**src/rtl/switch_pkg.sv**
```systemverilog
// switch_pkg: constants, header layout and packet generator state type shared with ingress
package switch_pkg;
  localparam int          BLOCK_WORDS  = 8;
  localparam logic [47:0] MAC_BASE     = 48'h02_00_00_00_00_00;
  localparam logic [31:0] PG_LFSR_SEED = 32'hACE1_0001;
  localparam logic [31:0] LFSR_TAPS    = 32'h8020_0003;
  typedef logic [2:0] pg_state_t;
  localparam pg_state_t PG_IDLE    = 3'd0;
  localparam pg_state_t PG_START   = 3'd1;
  localparam pg_state_t PG_HDR0    = 3'd2;
  localparam pg_state_t PG_HDR1    = 3'd3;
  localparam pg_state_t PG_SEQ     = 3'd4;
  localparam pg_state_t PG_PAYLOAD = 3'd5;
  localparam pg_state_t PG_GAP     = 3'd6;
  // Word 0: length in blocks at [26:21], upper 16 bits of the destination MAC at [15:0]
  function automatic logic [31:0] hdr_w0(input logic [5:0] len, input logic [15:0] dmac_hi);
    return {5'b0, len, 5'b0, dmac_hi};
  endfunction
endpackage

```
**src/rtl/lfsr32.sv**
```systemverilog
// lfsr32: 32-bit Galois LFSR payload source
//   clk, reset (async, active-low), en advances one step, load reloads seed (load wins), q current state
module lfsr32
  import switch_pkg::*;
(
  input  logic        clk,
  input  logic        reset,
  input  logic        en,
  input  logic        load,
  input  logic [31:0] seed,
  output logic [31:0] q
);
  always_ff @(posedge clk or negedge reset)
    if (!reset) q <= '0;
    else if (load) q <= seed;
    else if (en) q <= {1'b0, q[31:1]} ^ (q[0] ? LFSR_TAPS : 32'h0);
endmodule

```
**src/rtl/packet_gen.sv**
```systemverilog
// packet_gen: job-driven packet source for the packet-gen -> ingress segment interface
//   clk, reset (async, active-low)
//   cfg_valid/cfg_ready job handshake; cfg_dest, cfg_len (blocks), cfg_count, cfg_gap (idle blocks)
//   hold: ingress backpressure, only consulted before a packet starts
//   abort: finish the current packet, then stop the job
//   packet_out/packet_en/new_packet_en: registered word stream; busy = ~cfg_ready
//   sent_count: packets completed in the current job
module packet_gen
  import switch_pkg::*;
#(
  parameter logic [31:0] LFSR_SEED = PG_LFSR_SEED
) (
  input  logic        clk,
  input  logic        reset,
  input  logic        cfg_valid,
  output logic        cfg_ready,
  input  logic [1:0]  cfg_dest,
  input  logic [5:0]  cfg_len,
  input  logic [15:0] cfg_count,
  input  logic [7:0]  cfg_gap,
  input  logic        hold,
  input  logic        abort,
  output logic [31:0] packet_out,
  output logic        packet_en,
  output logic        new_packet_en,
  output logic        busy,
  output logic [15:0] sent_count
);
  pg_state_t   state, next_state;
  logic [1:0]  dest_q;
  logic [5:0]  len_q;
  logic [7:0]  gap_q;
  logic [15:0] remaining, seq;
  logic [8:0]  word_cnt;
  logic [10:0] gap_cnt;
  logic        abort_q;
  logic [31:0] lfsr_q;
  logic [47:0] dmac;
  logic        accept, empty_job, abort_any, last_word;

  assign cfg_ready = state == PG_IDLE;
  assign busy      = ~cfg_ready;
  assign accept    = cfg_valid & cfg_ready;
  assign empty_job = cfg_len == 6'd0 || cfg_count == 16'd0;
  assign abort_any = abort_q | abort;
  assign last_word = state == PG_PAYLOAD && word_cnt == 9'd0;
  assign dmac      = MAC_BASE | {46'b0, dest_q};

  lfsr32 u_lfsr (
    .clk  (clk),
    .reset(reset),
    .en   (state == PG_PAYLOAD),
    .load (accept),
    .seed (LFSR_SEED),
    .q    (lfsr_q)
  );

  // With no gap the next header follows the last payload word directly so packets stay contiguous;
  // the GAP exit likewise goes straight to HDR0 so the idle time is exactly 8*gap cycles.
  always_comb begin
    next_state = state;
    case (state)
      PG_IDLE:    next_state = accept && !empty_job ? PG_START : PG_IDLE;
      PG_START:   next_state = abort_any ? PG_IDLE : hold ? PG_START : PG_HDR0;
      PG_HDR0:    next_state = PG_HDR1;
      PG_HDR1:    next_state = PG_SEQ;
      PG_SEQ:     next_state = PG_PAYLOAD;
      PG_PAYLOAD: next_state = !last_word ? PG_PAYLOAD :
                               remaining == 16'd1 || abort_any ? PG_IDLE :
                               gap_q != 8'd0 ? PG_GAP : hold ? PG_START : PG_HDR0;
      PG_GAP:     next_state = abort_any ? PG_IDLE : gap_cnt != 11'd0 ? PG_GAP :
                               hold ? PG_START : PG_HDR0;
      default:    next_state = PG_IDLE;
    endcase
  end

  always_ff @(posedge clk or negedge reset)
    if (!reset) begin
      state         <= PG_IDLE;
      dest_q        <= '0;
      len_q         <= '0;
      gap_q         <= '0;
      remaining     <= '0;
      seq           <= '0;
      sent_count    <= '0;
      word_cnt      <= '0;
      gap_cnt       <= '0;
      abort_q       <= 1'b0;
      packet_out    <= '0;
      packet_en     <= 1'b0;
      new_packet_en <= 1'b0;
    end else begin
      state   <= next_state;
      abort_q <= state != PG_IDLE && next_state != PG_IDLE && abort_any;
      if (accept) begin
        dest_q     <= cfg_dest;
        len_q      <= cfg_len;
        gap_q      <= cfg_gap;
        remaining  <= cfg_count;
        seq        <= '0;
        sent_count <= '0;
      end
      // Three header words precede the payload, so payload runs 8*len-3 words (count down to 0)
      if (state == PG_SEQ) word_cnt <= 9'(len_q) * 9'(BLOCK_WORDS) - 9'd4;
      else if (state == PG_PAYLOAD) word_cnt <= word_cnt - 9'd1;
      if (last_word) begin
        remaining  <= remaining - 16'd1;
        seq        <= seq + 16'd1;
        sent_count <= sent_count + 16'd1;
        gap_cnt    <= 11'(gap_q) * 11'(BLOCK_WORDS) - 11'd1;
      end else if (state == PG_GAP) gap_cnt <= gap_cnt - 11'd1;
      packet_en     <= state inside {PG_HDR0, PG_HDR1, PG_SEQ, PG_PAYLOAD};
      new_packet_en <= state == PG_HDR0;
      packet_out    <= state == PG_HDR0    ? hdr_w0(len_q, dmac[47:32]) :
                       state == PG_HDR1    ? dmac[31:0] :
                       state == PG_SEQ     ? {14'b0, dest_q, seq} :
                       state == PG_PAYLOAD ? lfsr_q : 32'h0;
    end
endmodule
```
**config.mk**
```make
export PLATFORM = sky130hd
export DESIGN_NAME = packet_gen
export DESIGN_NICKNAME = d
export VERILOG_FILES = /design/src/rtl/switch_pkg.sv /design/src/rtl/lfsr32.sv /design/src/rtl/packet_gen.sv
export SDC_FILE = /design/constraint.sdc
export NUM_CORES = 1
export LEC_CHECK = 0
export BUFFER_PORTS_ARGS = -buffer_cell sky130_fd_sc_hd__clkbuf_2
export CAP_MARGIN = 20
export CELL_PAD_IN_SITES_DETAIL_PLACEMENT = 1
export CELL_PAD_IN_SITES_GLOBAL_PLACEMENT = 1
export CORE_ASPECT_RATIO = 1.75
export CORE_UTILIZATION = 40
export DETAILED_ROUTE_END_ITERATION = 12
export PLACE_DENSITY = 0.77
export SLEW_MARGIN = 20
export SYNTH_ARGS = -nofsm -noshare
export SYNTH_HDL_FRONTEND = slang
export SYNTH_SLANG_ARGS = --single-unit
```
**constraint.sdc**
```tcl
create_clock -name clk -period 3.1 [get_ports clk]
set_input_delay 0.62 -clock clk [delete_from_list [all_inputs] [get_ports clk]]
set_output_delay 0.62 -clock clk [all_outputs]
set_load 0.1 [all_outputs]
```
# --- Word-level counts from Yosys, hierarchy flattened ---
# Cells that the tools add are included.
classes:
  n_addsub: 7
  n_eq_ne: 7
  n_mux: 25
  bitwise: 4
  reduce_logical: 20
ops:
  columns: ["op", "n"]
  rows:
  - ["32-bit 2-to-1 mux", 7]
  - ["16-bit 2-to-1 mux", 5]
  - ["16-bit by 1-bit adder with 16-bit output (second input constant)", 2]
  - ["31-bit by 32-bit bitwise XOR with 32-bit output", 1]
  - ["11-bit 2-to-1 mux", 2]
  - ["11-bit by 1-bit subtractor with 11-bit output (second input constant)", 2]
  - ["3-bit one-hot mux with 7 select lines", 1]
  - ["3-bit 2-to-1 mux", 6]
  - ["9-bit 2-to-1 mux", 2]
  - ["16-bit by 1-bit == test with 1-bit output (second input constant)", 1]
  - ["16-bit logical NOT", 1]
  - ["16-bit by 1-bit subtractor with 16-bit output (second input constant)", 1]
  - ["11-bit nonzero test", 1]
  - ["3-bit == test (second input constant)", 3]
  - ["9-bit logical NOT", 1]
  - ["9-bit by 1-bit subtractor with 9-bit output (second input constant)", 1]
  - ["9-bit by 3-bit subtractor with 9-bit output (second input constant)", 1]
  - ["2-bit nonzero test", 4]
  - ["8-bit nonzero test", 1]
  - ["3-bit by 2-bit == test with 1-bit output (second input constant)", 2]
  - ["6-bit logical NOT", 1]
  - ["3-bit nonzero test", 2]
  - ["1-bit logical AND", 4]
  - ["4-bit nonzero test", 1]
  - ["other kinds (9)", 10]
word_totals:
  ff_bits: 154
  inputBits: 37

# --- Logic depth before layout (Yosys ltp) ---
# Gate-level depths: netlist of run 1.
logic_depth:
  depth_word: 9
  mapped_depth: 9
  depth_no_buf: 7

# --- Cells and area by module ---
# A second synthesis of run 1 with hierarchy kept.
hier_totals:
  cells_unflattened: 779
  hier_area_um2: 7440.9
by_module_without_submodules:
  columns: ["mod", "instances", "cells_each", "area_each_um2", "seq_area_each_um2"]
  rows:
  - ["packet_gen", 1, 636, 5911.9, 3052.9]
  - ["lfsr32", 1, 143, 1529.0, 800.8]

# --- Worst setup path after synthesis of run 1 ---
# Ideal clock, no wire load.
synth_path:
  path_type: "register -> output"
  startpoint: "reg state[1]"
  endpoint: "out busy"
  arrival_ns: 4.058
  setup_slack_ns: -1.578
  path_stages_with_launch: 4
  path_buffers: 1
  path_cell_list: "dfrtp_1 > clkbuf_1 > nor3_1 > inv_1"
synth_between:
  elab_chain_len: 2
synth_rtl:
  columns: ["element", "line_no", "source"]
  rows:
  - ["from (decl)", "packet_gen.sv:29", "pg_state_t state, next_state;"]
  - ["from (signal assigned)", "packet_gen.sv:93", "state <= next_state;"]
  - ["3-bit logical NOT", "packet_gen.sv:41", "assign cfg_ready = state == PG_IDLE;"]
  - ["named net cfg_ready", "packet_gen.sv:16", "output logic cfg_ready,"]
  - ["1-bit NOT", "packet_gen.sv:42", "assign busy = ~cfg_ready;"]
  - ["to (decl)", "packet_gen.sv:26", "output logic busy,"]
# The timed path passes the listed nets, and every way through them passes these cells.

# --- Final worst setup path of run 1 ---
layout_path:
  startpoint: "reg word_cnt[0]"
  endpoint: "reg seq[11]"
layout_between:
  elab_chain_len: 3
  word_cells_on_any_way: 4
  cone_classes: "mux (1); reduce/logical (3)"
layout_rtl:
  columns: ["element", "line_no", "source"]
  rows:
  - ["from (decl)", "packet_gen.sv:34", "logic [8:0] word_cnt;"]
  - ["from (signal assigned)", "packet_gen.sv:104", "if (state == PG_SEQ) word_cnt <= 9'(len_q) * 9'(BLOCK_WORDS) - 9'd4;"]
  - ["from (signal assigned)", "packet_gen.sv:105", "else if (state == PG_PAYLOAD) word_cnt <= word_cnt - 9'd1;"]
  - ["9-bit logical NOT (*)", "packet_gen.sv:46", "assign last_word = state == PG_PAYLOAD && word_cnt == 9'd0;"]
  - ["1-bit logical AND (*)", "packet_gen.sv:46", null]
  - ["16-bit 2-to-1 mux / 2-bit nonzero test (equally long branches)", null, null]
  - ["to (signal assigned)", "packet_gen.sv:108", "seq <= seq + 16'd1;"]
  - ["to (decl)", "packet_gen.sv:33", "logic [15:0] remaining, seq;"]
# Mark *: on every way between the ends. The rest lies on a longest branch, timed or not.
# A chain may end at the register's enable or synchronous reset.

==> results of run 1 <==
==> sequential cells by signal (all words and copies together) (netlist names) <==
register / count
new_packet_en: 1
seq: 16
sent_count: 16
remaining: 16
gap_cnt: 11
len_q: 6
packet_en: 1
gap_q: 8
u_lfsr.q: 32
dest_q: 2
state: 3
word_cnt: 9
abort_q: 1
packet_out: 32
==> layout by cell type (no fill, tap or decap), types with 3 or more instances in the layout <==
master and count:
sky130_fd_sc_hd__a211o_1 3, sky130_fd_sc_hd__a21oi_1 45, sky130_fd_sc_hd__a31oi_1 6, sky130_fd_sc_hd__and2_1 3, sky130_fd_sc_hd__and3_1 11, sky130_fd_sc_hd__and3b_1 3, sky130_fd_sc_hd__buf_4 16, sky130_fd_sc_hd__clkbuf_16 17
sky130_fd_sc_hd__clkbuf_2 87, sky130_fd_sc_hd__dfrtp_1 154, sky130_fd_sc_hd__ha_1 10, sky130_fd_sc_hd__inv_1 21, sky130_fd_sc_hd__inv_6 9, sky130_fd_sc_hd__mux2i_1 30, sky130_fd_sc_hd__nand2_1 163, sky130_fd_sc_hd__nand2b_1 3
sky130_fd_sc_hd__nand3_1 38, sky130_fd_sc_hd__nand3b_1 3, sky130_fd_sc_hd__nand4_1 6, sky130_fd_sc_hd__nor2_1 54, sky130_fd_sc_hd__nor2b_1 3, sky130_fd_sc_hd__nor3_1 9, sky130_fd_sc_hd__nor4_1 12, sky130_fd_sc_hd__o211ai_1 14
sky130_fd_sc_hd__o21ai_0 53, sky130_fd_sc_hd__o22ai_1 3, sky130_fd_sc_hd__o311ai_0 10, sky130_fd_sc_hd__or2_2 3, sky130_fd_sc_hd__or3_1 5, sky130_fd_sc_hd__or4_1 7, sky130_fd_sc_hd__or4_4 3, sky130_fd_sc_hd__xnor2_1 7
sky130_fd_sc_hd__xor2_1 16
==> stage by stage <==
stage               hold slack, ps  utilization  setup slack (ps)  area [µm²]  power (mW)
floorplan                    324.4            -             339.4        7186       7.061
finish                       141.7       0.4844             597.7        8494       10.12
global placement             460.5       0.4512             408.8        7913       7.966
global route                 161.8       0.4844             311.0        8494       10.76
CTS                          146.9       0.4844             585.3        8494       10.22
detailed placement           483.1       0.4512             377.0        7913       8.087
==> cell families after synthesis <==
| family | after synthesis | share of synthesized area |
|---|---|---|
| XOR/XNOR | 23 | 0.02808 |
| buffers and inverters | 60 | 0.03191 |
| flip-flops | 154 | 0.5371 |
| AO/OA/AOI/OAI | 146 | 0.1210 |
| adder cells (fa/ha/maj) | 10 | 0.01744 |
| multiplexers | 30 | 0.04186 |
| AND/OR/NAND/NOR | 338 | 0.2225 |
==> worst max-delay path: stages (launching register included) <==
cell and delay [ps]:
sky130_fd_sc_hd__dfrtp_1 420, sky130_fd_sc_hd__inv_1 100, sky130_fd_sc_hd__ha_1 140, sky130_fd_sc_hd__nor4b_1 420, sky130_fd_sc_hd__nand3_1 210, sky130_fd_sc_hd__buf_4 310
sky130_fd_sc_hd__nor2_1 440, sky130_fd_sc_hd__nand3_1 170, sky130_fd_sc_hd__mux2i_1 150
==> routing by layer <==
metal / global-route usage / wire (µm) / vias up
met5: 0 / 0 / -
met4: 0.09859 / 608 / 0
met3: 0.04912 / 599 / 43
met2: 0.4014 / 10010 / 125
met1: 0.2447 / 7444 / 2948
li1: - / - / 2824
==> cells in the mapped netlist (2+ instances only) <==
master | number | area share
sky130_fd_sc_hd__nand2_1 | 163 | 0.085
sky130_fd_sc_hd__dfrtp_1 | 154 | 0.54
sky130_fd_sc_hd__nor2_1 | 54 | 0.028
sky130_fd_sc_hd__o21ai_0 | 53 | 0.037
sky130_fd_sc_hd__a21oi_1 | 45 | 0.031
sky130_fd_sc_hd__nand3_1 | 38 | 0.027
sky130_fd_sc_hd__mux2i_1 | 30 | 0.042
sky130_fd_sc_hd__clkbuf_1 | 29 | 0.015
sky130_fd_sc_hd__inv_1 | 21 | 0.011
sky130_fd_sc_hd__xor2_1 | 16 | 0.020
sky130_fd_sc_hd__o211ai_1 | 14 | 0.015
sky130_fd_sc_hd__nor4_1 | 12 | 0.010
sky130_fd_sc_hd__and3_1 | 11 | 0.0096
sky130_fd_sc_hd__ha_1 | 10 | 0.017
sky130_fd_sc_hd__nor3_1 | 10 | 0.0070
sky130_fd_sc_hd__o311ai_0 | 10 | 0.012
sky130_fd_sc_hd__buf_1 | 7 | 0.0037
sky130_fd_sc_hd__or4_1 | 7 | 0.0073
sky130_fd_sc_hd__xnor2_1 | 7 | 0.0085
sky130_fd_sc_hd__a31oi_1 | 6 | 0.0052
sky130_fd_sc_hd__nand4_1 | 6 | 0.0052
sky130_fd_sc_hd__or3_1 | 5 | 0.0044
sky130_fd_sc_hd__and2_1 | 4 | 0.0035
sky130_fd_sc_hd__a211o_1 | 3 | 0.0037
sky130_fd_sc_hd__and3b_1 | 3 | 0.0037
sky130_fd_sc_hd__buf_2 | 3 | 0.0021
sky130_fd_sc_hd__nand2b_1 | 3 | 0.0026
sky130_fd_sc_hd__nand3b_1 | 3 | 0.0031
sky130_fd_sc_hd__nor2b_1 | 3 | 0.0026
sky130_fd_sc_hd__o22ai_1 | 3 | 0.0026
sky130_fd_sc_hd__or2_2 | 3 | 0.0026
sky130_fd_sc_hd__or4_4 | 3 | 0.0047
sky130_fd_sc_hd__and4_1 | 2 | 0.0024
sky130_fd_sc_hd__nor3b_1 | 2 | 0.0021
sky130_fd_sc_hd__nor4b_1 | 2 | 0.0024
sky130_fd_sc_hd__o41ai_1 | 2 | 0.0024
==> worst paths after layout <==
check	startpoint	end	slack, ps
setup / recovery	word_cnt[0]	seq[11]	600
hold / removal	reset	gap_q[3]	140
setup reg to reg	word_cnt[0]	seq[11]	600
hold reg to reg	u_lfsr.q[31]	packet_out[31]	490
max in group asynchronous	reset	gap_q[6]	2230
min in group clk	cfg_gap[4]	gap_q[4]	380
==> layout make-up <==
class,count,share of cell area
Clock inverter,13,0.01517
Inverter,21,0.009280
Timing Repair Buffer,105,0.06908
Sequential cell,154,0.4537
Tap cell,231,0.03403
Multi-Input combinational cell,547,0.3654
Clock buffer,19,0.05332
==> power groups by stage <==
stage	clock network (mW)	registers, mW	logic (mW)
4_1_cts	2.10	3.62	4.50
2_1_floorplan	0	5.21	1.85
3_3_place_gp	0	3.60	4.37
3_5_place_dp	0	3.63	4.45
5_1_grt	2.17	3.76	4.83
6_report	2.06	3.62	4.44
==> results by stage, run 1 <==
Layout:
- Of the cells placed in the final design, the portion with a size suffix greater than 1 is 0.1723.
- In the final design database the tool counted 893 nets.
- The area taken by flip-flops and latches is 3854 µm².
- The area overhead of the layout relative to synthesis is 18.40%.
- The final non-filler cell total is 1090.
- The layout has 2037 filler cells.
- The number of antenna diodes in the final layout is 0.
- The area of the multi-input gates is 3104 µm².

Floorplanning:
- The core region is 17540 µm².
- The die boundary width is 103.2 µm.
- The number of core rows is 64.
- In this run the count of I/O pins placed on the die edge is 89.
- The die height is 179.2 µm.
- For this configuration, the core starts out at a cell density of 0.4091.
- The die covers 18500 µm².

Pwr:
- The total power divided by cell area is 1191 nW/µm².
- The clock share of power is 0.203.
- Cell internal power was estimated by the tool at 5.142 mW.
- The leakage dissipation is 4.143 nW.
- IR analysis of the VDD net gives a maximum drop of 726.5 µV.
- The share of power burned in registers is 0.358.
- The switching power share of the total is 0.4919.
- Summed over all nets, the switching power comes to 4.978 mW.
- Of the total power, combinational logic draws 0.439.

GRT:
- The number of antenna violations at the first check in global routing is 0.
- The number of global-route vias before repair came to 6438.
- The all-layer global routing usage is 0.2226.
- The largest net degree at the start of global routing is 65.
- The global-route congestion overflow total is 0.
- The first-pass GRT wire length is 31360 µm.

Synth:
- The number of synthesized flops with an enable pin is 0.
- The total nets after synthesis is 808.
- The count of warnings emitted by yosys is 0.
- After synthesis, the share of flip-flops with an asynchronous set or reset is 1.000.
- In this run the cell area of the synthesized design comes to 7174 µm².
- After synthesis the netlist holds a flip-flop and latch count of 154.
- The gate count of the mapped netlist is 761.
- The share of the yosys chip area belonging to registers is 0.5371.
- The most used flip-flop cell after synthesis is sky130_fd_sc_hd__dfrtp_1.
- Synthesis instantiated 50 different standard cells from the library.
- The average instance area after synthesis is 9.428 µm².

Hold path:
- The tightest min-delay check is of the in -> async type.

Timing:
- The clock arrives with 11.92 ps of skew.
- The shortest period the worst path allows is 2502 ps.
- Adding up every negative setup slack in the final design gives 0 ps.
- Setup violations remaining at the end of the flow were counted as 0.
- In the finished design, the share of the clock period the worst path needs comes to 0.8072.
- The total count of max-transition violations in the final report is 0.
- Static timing analysis puts the maximum clock frequency at 399.6 MHz.
- Setup repair after global routing left no endpoint under its margin.
- Headroom to the max-slew limit came out at 0.4563.
- The count of final hold-check violations is 0.
- For the pin with the worst max-slew slack, the measured transition is 813.9 ps.

Routing:
- The initial DRC count is 216.
- Detailed routing inserted a total of 5940 vias.
- The number of antenna-violating nets in the routed design is 0.
- For this block, the routed nets add up to 18660 µm of wire.
- The post-detailed-route via-to-cell ratio is 5.450.
- After detailed routing, the average wire length per cell comes to 17.12 µm.
- The pre-antenna-repair detailed-routing pass consisted of 4 iterations.
- In the routed design, unresolved DRC markers number 0.

Clock tree:
- The total number of H-tree levels is 4.
- The quantity of hold-fixing buffers added after cts is 0.
- TritonCTS built the clock tree.
- Counting along the longest clock path gives a buffer depth of 2.
- The root cell of the clock tree is sky130_fd_sc_hd__clkbuf_16.
- The count of buffers added by post-CTS timing repair for setup is 0.
- The number of resized instances in the post-cts repair step is 0.
- At the later pin of the worst-skew pair, clock insertion delay measures 430 ps.
- The clock net in this run drives a total of 154 sinks.
- The CTS clock-pin slew for the worst setup and hold paths is 60 ps.
- The number of clock buffers added by TritonCTS is 17.

Placement:
- The total half-perimeter wirelength after legalization and detailed placement is 12870 µm.
- After detailed placement, the design holds a cell count of 1058.
- The count of buffers added on input and output ports is 88.
- The final weighted congestion of routability-driven global placement is 0.7977.

Critical path:
- In this run the worst path has a maximum fanout of 35.
- For the worst setup path, the data required time is 3400 ps.
- The nature of the critical path startpoint is a flop.
- At the worst endpoint, the arrival time is 2810 ps.
- The category of the worst setup path capture point is a flop.
- The number of cells traversed by the worst register-to-register path is 8.
- The critical path in this run is classified as reg -> reg.

Flow run:
- Across the run, the number of max-cap violations was 0.

Outcome:
- The run finished with clean final reports.
(Power assumes the default switching activity.)
==> run 2, diff against run 1 <==
--- a/config.mk
+++ b/config.mk
@@ -12,7 +12,7 @@
 export CORE_ASPECT_RATIO = 1.75
 export CORE_UTILIZATION = 40
 export DETAILED_ROUTE_END_ITERATION = 12
-export PLACE_DENSITY = 0.77
+export PLACE_DENSITY = 0.8
 export SLEW_MARGIN = 20
 export SYNTH_ARGS = -nofsm -noshare
 export SYNTH_HDL_FRONTEND = slang
==> constraint.sdc (replaced) <==
create_clock -name clk -period 2.3 [get_ports clk]
set_input_delay 0.46 -clock clk [delete_from_list [all_inputs] [get_ports clk]]
set_output_delay 0.46 -clock clk [all_outputs]
set_load 0.1 [all_outputs]
==> run 2 against run 1 <==
Compared with the run above: the flow now finishes with violations (negative setup slack); worst hold slack better by 77 ps; total power is 45% higher; non-clock buffer count is 49 higher.
==> results by stage, run 2 (synthesis gave the netlist of run 1 again) <==
Layout:
- The net count reported at finish is 942 (+5.5%).
- The library cells used most frequently in the layout, excluding fill and tap cells, are sky130_fd_sc_hd__nand2_1 (163), sky130_fd_sc_hd__dfrtp_1 (152), sky130_fd_sc_hd__clkbuf_2 (85).
- The final standard cell area without fillers was 9042 µm² (+6.5%).
- In the final layout, the registers with the most flip-flops are packet_out (32), u_lfsr.q (32).
- The count of antenna diodes in the layout is 0 (unchanged).
- The fraction of final layout cells with drive strength greater than 1 is 0.2241 (+0.05177).
- Leaving out fill and tap cells, the most frequent cell in the layout is sky130_fd_sc_hd__nand2_1.
- The area growth from synthesis to layout is 26.04%.
- The utilization after layout is 0.5156 (+0.03125).
- The filler cell count is 2043 (+0.29%).

Critical path:
- Traced cell by cell, the critical path runs through inv_2 -> ha_1 -> or3b_4 -> nor4_4 -> nor4_2 -> or4_4 -> o311a_1.
- The required time of the critical path is 2610 ps (-790 ps).
- The arrival time reported for the critical path endpoint is 2650 ps (-160 ps).
- The slowest stage of the critical path belongs to the cell sky130_fd_sc_hd__or4_4.
- The maximum fanout encountered on the critical timing path is 3 (-91%).
- The delay contributed by the slowest stage of the critical path is 490 ps (+50 ps).
- The critical setup path kind is reg -> reg.
- The worst setup path is launched from a flop.
- STA classifies the critical path endpoint as a flop.

Placement:
- The total half-perimeter wirelength after legalization and detailed placement is 13980 µm (+8.6%).
- The final weighted congestion of routability-driven global placement was 0.8659 (+8.5%).
- The post-place instance area is 8323 µm² (+5.2%).
- The count of buffers inserted at the top-level ports is 88 (unchanged).
- The pre-CTS setup slack is -131.0 ps (-508.0 ps).

Timing:
- The peak clock frequency supported by timing was 427.0 MHz (+6.9%).
- The final worst-path cycle share is 1.018 (+0.2109).
- The transition time of the tightest slew-check pin is 543.6 ps (-270.3 ps).
- The total count of max-transition violations in the final report is 0 (unchanged).
- Setup repair after global routing could not meet its margin everywhere.
- The minimum setup slack in the final design is -41.66 ps (-639.4 ps).
- The count of final hold-check violations is 0 (unchanged).
- The worst clock skew is 10.72 ps (-1.197 ps).
- The shortest period the worst path allows was 2342 ps (-160.6 ps).
- The worst slew slack as a fraction of its limit was 0.6343 (+0.1780).
- The final-report setup violation count is 1 (+1).

Pwr:
- The share of total power in combinational logic is 0.456 (+0.017).
- The largest vdd supply drop is 1105 µV (+52%).
- The total power divided by cell area is 1620 nW/µm² (+36%).
- The share of power burned in registers came to 0.327 (-0.031).
- The internal power is 7.742 mW (+51%).
- The clock share of power was 0.216 (+0.013).
- The net load switching power is 6.908 mW (+39%).
- The leakage dissipation is 4.445 nW (+7.3%).
- The overall power consumption is 14.65 mW (+45%).
- The switching power share of the total is 0.4715 (-0.02037).

Clock tree:
- The tree is rooted in a sky130_fd_sc_hd__clkbuf_16.
- The clock latency on the worst-skew pair is 430 ps (about the same).
- TritonCTS built the clock tree.
- The total number of H-tree levels was 4 (unchanged).
- The number of buffers on the longest clock path was 2 (unchanged).
- The total number of clock tree sinks is 154 (unchanged).
- The CTS clock-pin slew for the worst setup and hold paths is 60 ps (about the same).
- The number of buffers inserted during clock tree synthesis came to 17 (unchanged).

GRT:
- The number of global-route vias before repair is 6782 (+5.3%).
- The number of antenna violations at the first check in global routing came to 0 (unchanged).
- The global-route congestion overflow total is 0 (unchanged).
- The first-pass GRT wire length is 34110 µm (+8.8%).
- The largest net degree at the start of global routing is 52 (-20%).
- The all-layer global routing usage is 0.2435 (+0.02092).

Floorplanning:
- The core footprint is 17540 µm² (unchanged).
- The die boundary width is 103.2 µm (unchanged).
- The die height was 179.2 µm (unchanged).
- The area of the die is 18500 µm² (unchanged).
- The number of core rows came to 64 (unchanged).
- The total I/O pin count is 89 (unchanged).
- The initial cell density of the core is 0.4091 (unchanged).

Outcome:
- The flow ran to the end, but the final reports show violations.
- The checks that failed: negative setup slack.

Routing:
- The remaining routing DRC violations came to 0 (unchanged).
- The post-detailed-route via-to-cell ratio is 5.512 (+1.1%).
- The number of antenna-violating nets in the routed design came to 0 (unchanged).
- The total wire length after detailed routing is 20590 µm (+10%).
- The wire length per cell is 18.10 µm (+5.7%).
- The via count of the routed design is 6267 (+5.5%).
- The initial DRC count is 203 (-6.0%).
- The first-pass iteration count of the detailed router is 4 (unchanged).

Flow run:
- The count of max-cap constraint violations came to 0 (unchanged).

Hold path:
- The path type of the worst min-delay path is in -> reg.
==> run 2: cell count changes in the layout (fill, tap and decap cells not counted), moves of 4 or more <==
cell	before	now
sky130_fd_sc_hd__buf_4	16	61
sky130_fd_sc_hd__inv_6	9	1
sky130_fd_sc_hd__bufinv_16	1	6
sky130_fd_sc_hd__buf_12	1	5
==> run 2: metrics by stage <==
step / TNS, ps / hold WS (ps) / instances
2_1_floorplan: -362.3 / 164.4 / 761
3_3_place_gp: -87.77 / 405.6 / 1105
3_5_place_dp: -446.9 / 406.1 / 1105
4_1_cts: -75.71 / 212.0 / 1137
5_1_grt: -128.0 / 218.4 / 1137
6_report: -41.66 / 218.8 / 1137
==> run 2: layout make-up <==
class / instances / area (µm²) / share of cell area
clock buffers: 19 / 432.9 / 0.04788
clock inverters: 11 / 219.0 / 0.02421
inverters: 21 / 78.83 / 0.008717
multi-input cells: 547 / 3151 / 0.3484
flip-flops and latches: 154 / 3856 / 0.4265
well taps: 231 / 289.0 / 0.03196
repair buffers: 154 / 1016 / 0.1124
==> run 2: path summary, 6_finish.rpt <==
kind	start	endpoint	slack, ps	depth (start not counted)
setup / recovery	remaining[1]	abort_q	-40	7
hold / removal	cfg_gap[2]	gap_q[2]	220	3
setup reg to reg	remaining[1]	abort_q	-40	7
hold reg to reg	sent_count[15]	sent_count[15]	480	1
max in group asynchronous	reset	sent_count[0]	1090	3
min in group asynchronous	reset	u_lfsr.q[24]	510	2
==> run 2: timing repair <==
item / CTS / global route
hold buffers: 1 / 0
buffers inserted: 1 / 0
resized for setup: 6 / 6
pin swaps: 5 / 2
hold endpoints to repair: 41 / 0
endpoints found under the setup margin: 21 / 13
==> run 2: critical path: cells and delay by family, from the launching register on <==
| family | cells | cell delay, ps |
|---|---|---|
| flip-flops | 1 | 390 |
| buffers and inverters | 1 | 60 |
| AO/OA/AOI/OAI | 1 | 310 |
| AND/OR/NAND/NOR | 4 | 1330 |
| adder cells (fa/ha/maj) | 1 | 120 |
==> run 2: power by group through the flow <==
| stage | logic (mW) | clock network [mW] | registers, mW |
|---|---|---|---|
| 2_1_floorplan | 2.49 | 0 | 7.03 |
| 3_3_place_gp | 6.41 | 0 | 4.70 |
| 3_5_place_dp | 6.58 | 0 | 4.77 |
| 4_1_cts | 6.70 | 3.20 | 4.76 |
| 5_1_grt | 7.24 | 3.33 | 4.94 |
| 6_report | 6.69 | 3.17 | 4.80 |
==> run 2: routing by layer <==
| metal | global-route usage | wire length, µm | up-vias |
|---|---|---|---|
| met4 | 0.1109 | 792 | 0 |
| met2 | 0.4497 | 11360 | 142 |
| met3 | 0.05107 | 485 | 51 |
| met1 | 0.2584 | 7950 | 3147 |
| met5 | 0 | 0 | - |
| li1 | - | - | 2927 |
